$ cat config.mk
export PLATFORM = sky130hd
export DESIGN_NAME = pipe_wb
export DESIGN_NICKNAME = d
export VERILOG_FILES = /design/src/rtl/pipe_wb_pkg.sv /design/src/rtl/pipe_wb_regfile.sv /design/src/rtl/pipe_wb.sv
export SDC_FILE = /design/constraint.sdc
export NUM_CORES = 2
export LEC_CHECK = 0
export ABC_AREA = 0
export CELL_PAD_IN_SITES_DETAIL_PLACEMENT = 1
export CELL_PAD_IN_SITES_GLOBAL_PLACEMENT = 1
export CORE_MARGIN = 4
export CORE_UTILIZATION = 30
export CTS_BUF_LIST = sky130_fd_sc_hd__clkbuf_16
export DETAILED_ROUTE_END_ITERATION = 7
export GPL_TIMING_DRIVEN = 0
export PLACE_DENSITY = 0.47
export SLEW_MARGIN = 20
export SYNTH_ARGS = -nofsm -noshare
export SYNTH_HDL_FRONTEND = slang
export SYNTH_SLANG_ARGS = --single-unit
$ cat constraint.sdc
create_clock -name clk -period 2.55 [get_ports clk]
set_input_delay 0.255 -clock clk [delete_from_list [all_inputs] [get_ports clk]]
set_output_delay 0.255 -clock clk [all_outputs]
set_load 0.03 [all_outputs]
$ cat src/rtl/pipe_wb_pkg.sv
// Shared definitions for the MIPS write-back stage: datapath width default,
// register index width, register count and the hardwired zero register.
package pipe_wb_pkg;

  localparam int DATA_L_DEF = 32;
  localparam int REG_IDX_L  = 5;
  localparam int REG_CNT    = 32;

  localparam logic [REG_IDX_L-1:0] REG_ZERO = '0;

  // True when an instruction really changes architectural state in the file.
  function automatic logic writes_reg(input logic e, input logic [REG_IDX_L-1:0] idx);
    return e && (idx != REG_ZERO);
  endfunction

endpackage

$ cat src/rtl/pipe_wb_regfile.sv
// General-purpose register file: one synchronous write port, two
// combinational read ports, r0 reads as zero and ignores writes.
module wb_regfile
  import pipe_wb_pkg::*;
#(
  parameter int DATA_L = DATA_L_DEF
) (
  input  logic                 clk,
  input  logic                 rst,
  input  logic                 we,
  input  logic [REG_IDX_L-1:0] wr_idx,
  input  logic [DATA_L-1:0]    wr_data,
  input  logic [REG_IDX_L-1:0] ra_idx,
  input  logic [REG_IDX_L-1:0] rb_idx,
  output logic [DATA_L-1:0]    ra_data,
  output logic [DATA_L-1:0]    rb_data
);

  logic [DATA_L-1:0] rf [REG_CNT];

  // NOTE: the array is cleared on reset because all registers must read zero
  // afterwards; this forces flops instead of a RAM macro, which is intended here.
  always_ff @(posedge clk) begin
    if (rst) begin
      for (int i = 0; i < REG_CNT; i++) rf[i] <= '0;
    end else if (writes_reg(we, wr_idx)) begin
      rf[wr_idx] <= wr_data;
    end
  end

  assign ra_data = (ra_idx == REG_ZERO) ? '0 : rf[ra_idx];
  assign rb_data = (rb_idx == REG_ZERO) ? '0 : rf[rb_idx];

endmodule

$ cat src/rtl/pipe_wb.sv
// Write-back stage: one-entry pending register, commit into wb_regfile,
// EX forwarding and retire counter. Optional read bypass: WB_BYPASS_EN.
module pipe_wb
  import pipe_wb_pkg::*;
#(
  parameter int DATA_L = DATA_L_DEF,
  parameter int CNT_L  = 32
) (
  input  logic                 clk,
  input  logic                 rst,
  input  logic                 ma_valid,
  output logic                 ma_ready,
  input  logic                 ma_wb_e,
  input  logic [REG_IDX_L-1:0] ma_wb_idx,
  input  logic [DATA_L-1:0]    ma_wb_data,
  input  logic                 wb_hold,
  input  logic [REG_IDX_L-1:0] id_ra_idx,
  input  logic [REG_IDX_L-1:0] id_rb_idx,
  output logic [DATA_L-1:0]    id_ra_data,
  output logic [DATA_L-1:0]    id_rb_data,
  output logic                 fwd_valid,
  output logic [REG_IDX_L-1:0] fwd_idx,
  output logic [DATA_L-1:0]    fwd_data,
  output logic [CNT_L-1:0]     retire_cnt
);

  logic                 pend_v;
  logic                 pend_e;
  logic [REG_IDX_L-1:0] pend_idx;
  logic [DATA_L-1:0]    pend_data;

  logic              accept;
  logic              commit;
  logic [DATA_L-1:0] rf_ra_data;
  logic [DATA_L-1:0] rf_rb_data;

  // Hold only back-pressures MA when there is something stuck in the slot.
  assign ma_ready = !pend_v || !wb_hold;
  assign accept   = ma_valid && ma_ready;
  assign commit   = pend_v && !wb_hold;

  // NOTE: state uses non-blocking assignments so every flop samples the
  // pre-edge values; accept and commit in one cycle then replace the slot cleanly.
  always_ff @(posedge clk) begin
    if (rst) begin
      pend_v     <= 1'b0;
      pend_e     <= 1'b0;
      pend_idx   <= REG_ZERO;
      pend_data  <= '0;
      retire_cnt <= '0;
    end else begin
      if (accept) begin
        pend_v    <= 1'b1;
        pend_e    <= ma_wb_e;
        pend_idx  <= ma_wb_idx;
        pend_data <= ma_wb_data;
      end else if (commit) begin
        pend_v <= 1'b0;
      end
      if (commit) retire_cnt <= retire_cnt + CNT_L'(1);
    end
  end

  wb_regfile #(.DATA_L(DATA_L)) u_regfile (
    .clk     (clk),
    .rst     (rst),
    .we      (commit && pend_e),
    .wr_idx  (pend_idx),
    .wr_data (pend_data),
    .ra_idx  (id_ra_idx),
    .rb_idx  (id_rb_idx),
    .ra_data (rf_ra_data),
    .rb_data (rf_rb_data)
  );

  assign fwd_valid = pend_v && writes_reg(pend_e, pend_idx);
  assign fwd_idx   = pend_idx;
  assign fwd_data  = pend_data;

`ifdef WB_BYPASS_EN
  // fwd_valid already excludes r0, so the zero register stays hardwired.
  assign id_ra_data = (fwd_valid && pend_idx == id_ra_idx) ? pend_data : rf_ra_data;
  assign id_rb_data = (fwd_valid && pend_idx == id_rb_idx) ? pend_data : rf_rb_data;
`else
  assign id_ra_data = rf_ra_data;
  assign id_rb_data = rf_rb_data;
`endif

endmodule

==> flow_summary_export.csv <==
group,metric,value,unit
place,dp_hpwl,200,mm
drt,vias,39500,
logic_synthesis,synth_common_cells,"edfxtp_1 (1024), and2_1 (998), mux4_2 (512), clkbuf_1 (172), nand2_1 (143)",
drt,wl_per_cell,41.5,µm
worst_setup_path,crit_fanout,2,
worst_setup_path,cp.arrival,2.91,ns
timing,grt_setup_unrepaired,"yes",
clock_tree,cts.sinks,1095,
drt,drtAntennaViolNets,0,
logic_synthesis,ys_seq_area_frac,0.557,
drt,viasPerCell,5.64,
clock_tree,cts_max_path_buffers,3,
logic_synthesis,synth_ff_type,"edfxtp_1",
logic_synthesis,synth-warning-count,0,
clock_tree,cts_root_buf,"clkbuf_16",
logic_synthesis,synthTopCellsByArea,"edfxtp_1 (53%), mux4_2 (20%), and2_1 (11%), dfxtp_1 (2.5%), mux2_2 (2.1%)",
place,placed_cells,6619,
power_and_ir_drop,p_total,47.0,mW
floorplan,fp.dieH,447,µm
global_route,first_global_vias,40400,
logic_synthesis,yosysTopAreaCell,"edfxtp_1",
timing,slew_headroom,0.190,
worst_hold_path,hold_class,"input pin to register",
place,port_buffers,178,
outcome,violations,"setup timing",
place,place_area,63400,µm²
worst_setup_path,endpoint_kind,"output pin",
timing,finalCriticalPeriod,3.17,ns
global_route,grt_max_degree,24,
outcome,outcome,"finished with violations",
timing,finalSetupViolations,64,
finish,final_cells,7007,
global_route,gr-total-overflow,0,
logic_synthesis,synthDominantCellAreaShare,0.533,
logic_synthesis,async_reset_ff_frac,0,
global_route,antenna_found_initial,24,
clock_tree,clk_latency,0.81,ns
timing,max_freq,316,MHz
worst_setup_path,startpoint_type,"register",
drt,drtIter0Drc,4831,
logic_synthesis,synth_area,57700,µm²
place,gp_congestion,0.895,
power_and_ir_drop,power.density,652,nW/µm²
timing,fin_ws,-0.619,ns
timing,worstMarginPinSlew,1.21,ns
worst_setup_path,criticalPathCategory,"register to output pin",
clock_tree,clkTransAtPathRegs,0.06,ns
drt,totalWireLength,291,mm
timing,hold_viol,0,
logic_synthesis,synth_edf_count,1024,
logic_synthesis,syn_avg_cell_area,14.9,µm²
drt,post-route-drc-count,0,
finish,stdcell_area,72200,µm²
clock_tree,tritoncts,"built",
power_and_ir_drop,ir_drop,0.000710,V
floorplan,rows,160,
run,cap_violations,0,
global_route,grt_use_total,0.289,
floorplan,die-area,199000,µm²
floorplan,core_area,191000,µm²
logic_synthesis,syn_inst,3870,
finish,drive_gt1_frac,0.353,
drt,firstDrtPassIters,5,
global_route,grt_pass1_wl,382,mm
logic_synthesis,synth.most_common_cell,"edfxtp_1",
timing,timing.final.crit_share,1.24,
worst_setup_path,cp.required,2.30,ns
logic_synthesis,ys_ff_latch,1095,
clock_tree,cts_buffers,141,
timing,clock_skew,0.0395,ns
floorplan,initial_core_util,0.302,
clock_tree,htreeDepth,4,
finish,area_growth,25.0,%
logic_synthesis,yosysUniqueCellTypes,51,
floorplan,die_x,447,µm
finish,nets,4426,
floorplan,ioPinCount,187,
timing,drv_slew,0,
power_and_ir_drop,power_leakage,25.6,nW
timing,final.setup.tns,-21.77,ns
[final timing paths]
path              slack [ns]            startpoint                  end  depth (start not counted)
setup / recovery       -0.62  u_regfile.rf[16][15]       id_rb_data[15]                          6
hold / removal          0.12              ma_valid               pend_v                          3
setup reg to reg           0                pend_e  u_regfile.rf[5][25]                          7
hold reg to reg         0.52         retire_cnt[9]        retire_cnt[9]                          2
[power by group]
group          switching [mW]  internal [mW]
sequential              0.407           20.2
combinational            4.41           2.63
clock                    8.34           11.0
[per-stage QoR]
step	worst slack, ns	hold slack [ns]	util
after global placement	-2.98	0.489	0.329
after detailed placement	-2.57	0.516	0.332
final	-0.619	0.118	0.378
after floorplan	0.225	0.372	-
after global routing	-0.657	0.172	0.378
after CTS	-0.697	0.0929	0.374
[routing by layer]
metal,vias to the layer above,GRT usage,share of wire
li1,15800,-,-
met2,1759,0.464,0.47
met3,438,0.0461,0.066
met4,2,0.135,0.051
met5,-,0,0.000045
met1,21600,0.385,0.42
[layout by cell type (no fill, tap or decap), types with 32 or more instances in the layout]
cell type        netlist  layout
dfxtp_1               71      66
inv_1                  5      50
conb_1                 1      32
mux2_2               110      81
nand2_1              143     113
mux4_2               512     512
mux2i_1               83      64
buf_4                 31      97
clkinv_1               0      36
a22oi_2                0      43
buf_12                 0      58
a31oi_4                0      44
a21oi_1              126     112
clkbuf_1             172     104
clkbuf_16              0     150
or2_4                  0      47
edfxtp_1            1024    1024
and2_1               998     998
nor2_4                 0      34
buf_6                 31     121
nor2_1                79      38
clkdlybuf4s50_1        0     111
clkbuf_2              66     101
buf_2                 79      36
dlygate4sd3_1          0      38
[sequential cells by signal, summed over array words and instances, names as in the netlist]
register / flops
u_regfile.rf: 1024
fwd_data: 32
retire_cnt: 32
fwd_idx: 5
pend_e: 1
pend_v: 1
[area by class of cell]
class	count	area, µm²
clock buffers	150	3750
flip-flops and latches	1095	32200
plain buffers	394	2540
repair buffers	319	3780
diodes	11	27.5
clock inverters	105	582
multi-input cells	2417	26100
inverters	5	18.8
well taps	2511	3140
fillers	19200	119000
[critical path, cell delays in order (launching register included)]
cell and delay (ns):
edfxtp_1 0.41, mux4_2 0.51, mux2i_4 0.41, nor2_4 0.13, a221oi_4 0.32, a21oi_4 0.13, buf_6 0.19
[cell families after synthesis]
| group | synth area share |
|---|---|
| other | 0.0000650 |
| buffers and inverters | 0.0357 |
| multiplexers | 0.236 |
| XOR/XNOR | 0.00395 |
| AND/OR/NAND/NOR | 0.136 |
| AO/OA/AOI/OAI | 0.0305 |
| adder cells (fa/ha/maj) | 0.000217 |
| flip-flops | 0.557 |
[what timing repair did]
action,4_1_cts,5_1_grt
pin swaps,59,38
cloned,17,0
gates resized for setup,1039,132
hold buffers,38,0
hold endpoints to repair,38,0
setup endpoints to repair,1946,679
setup buffers,49,24
No activity file was read; power rests on OpenSTA's default activity.
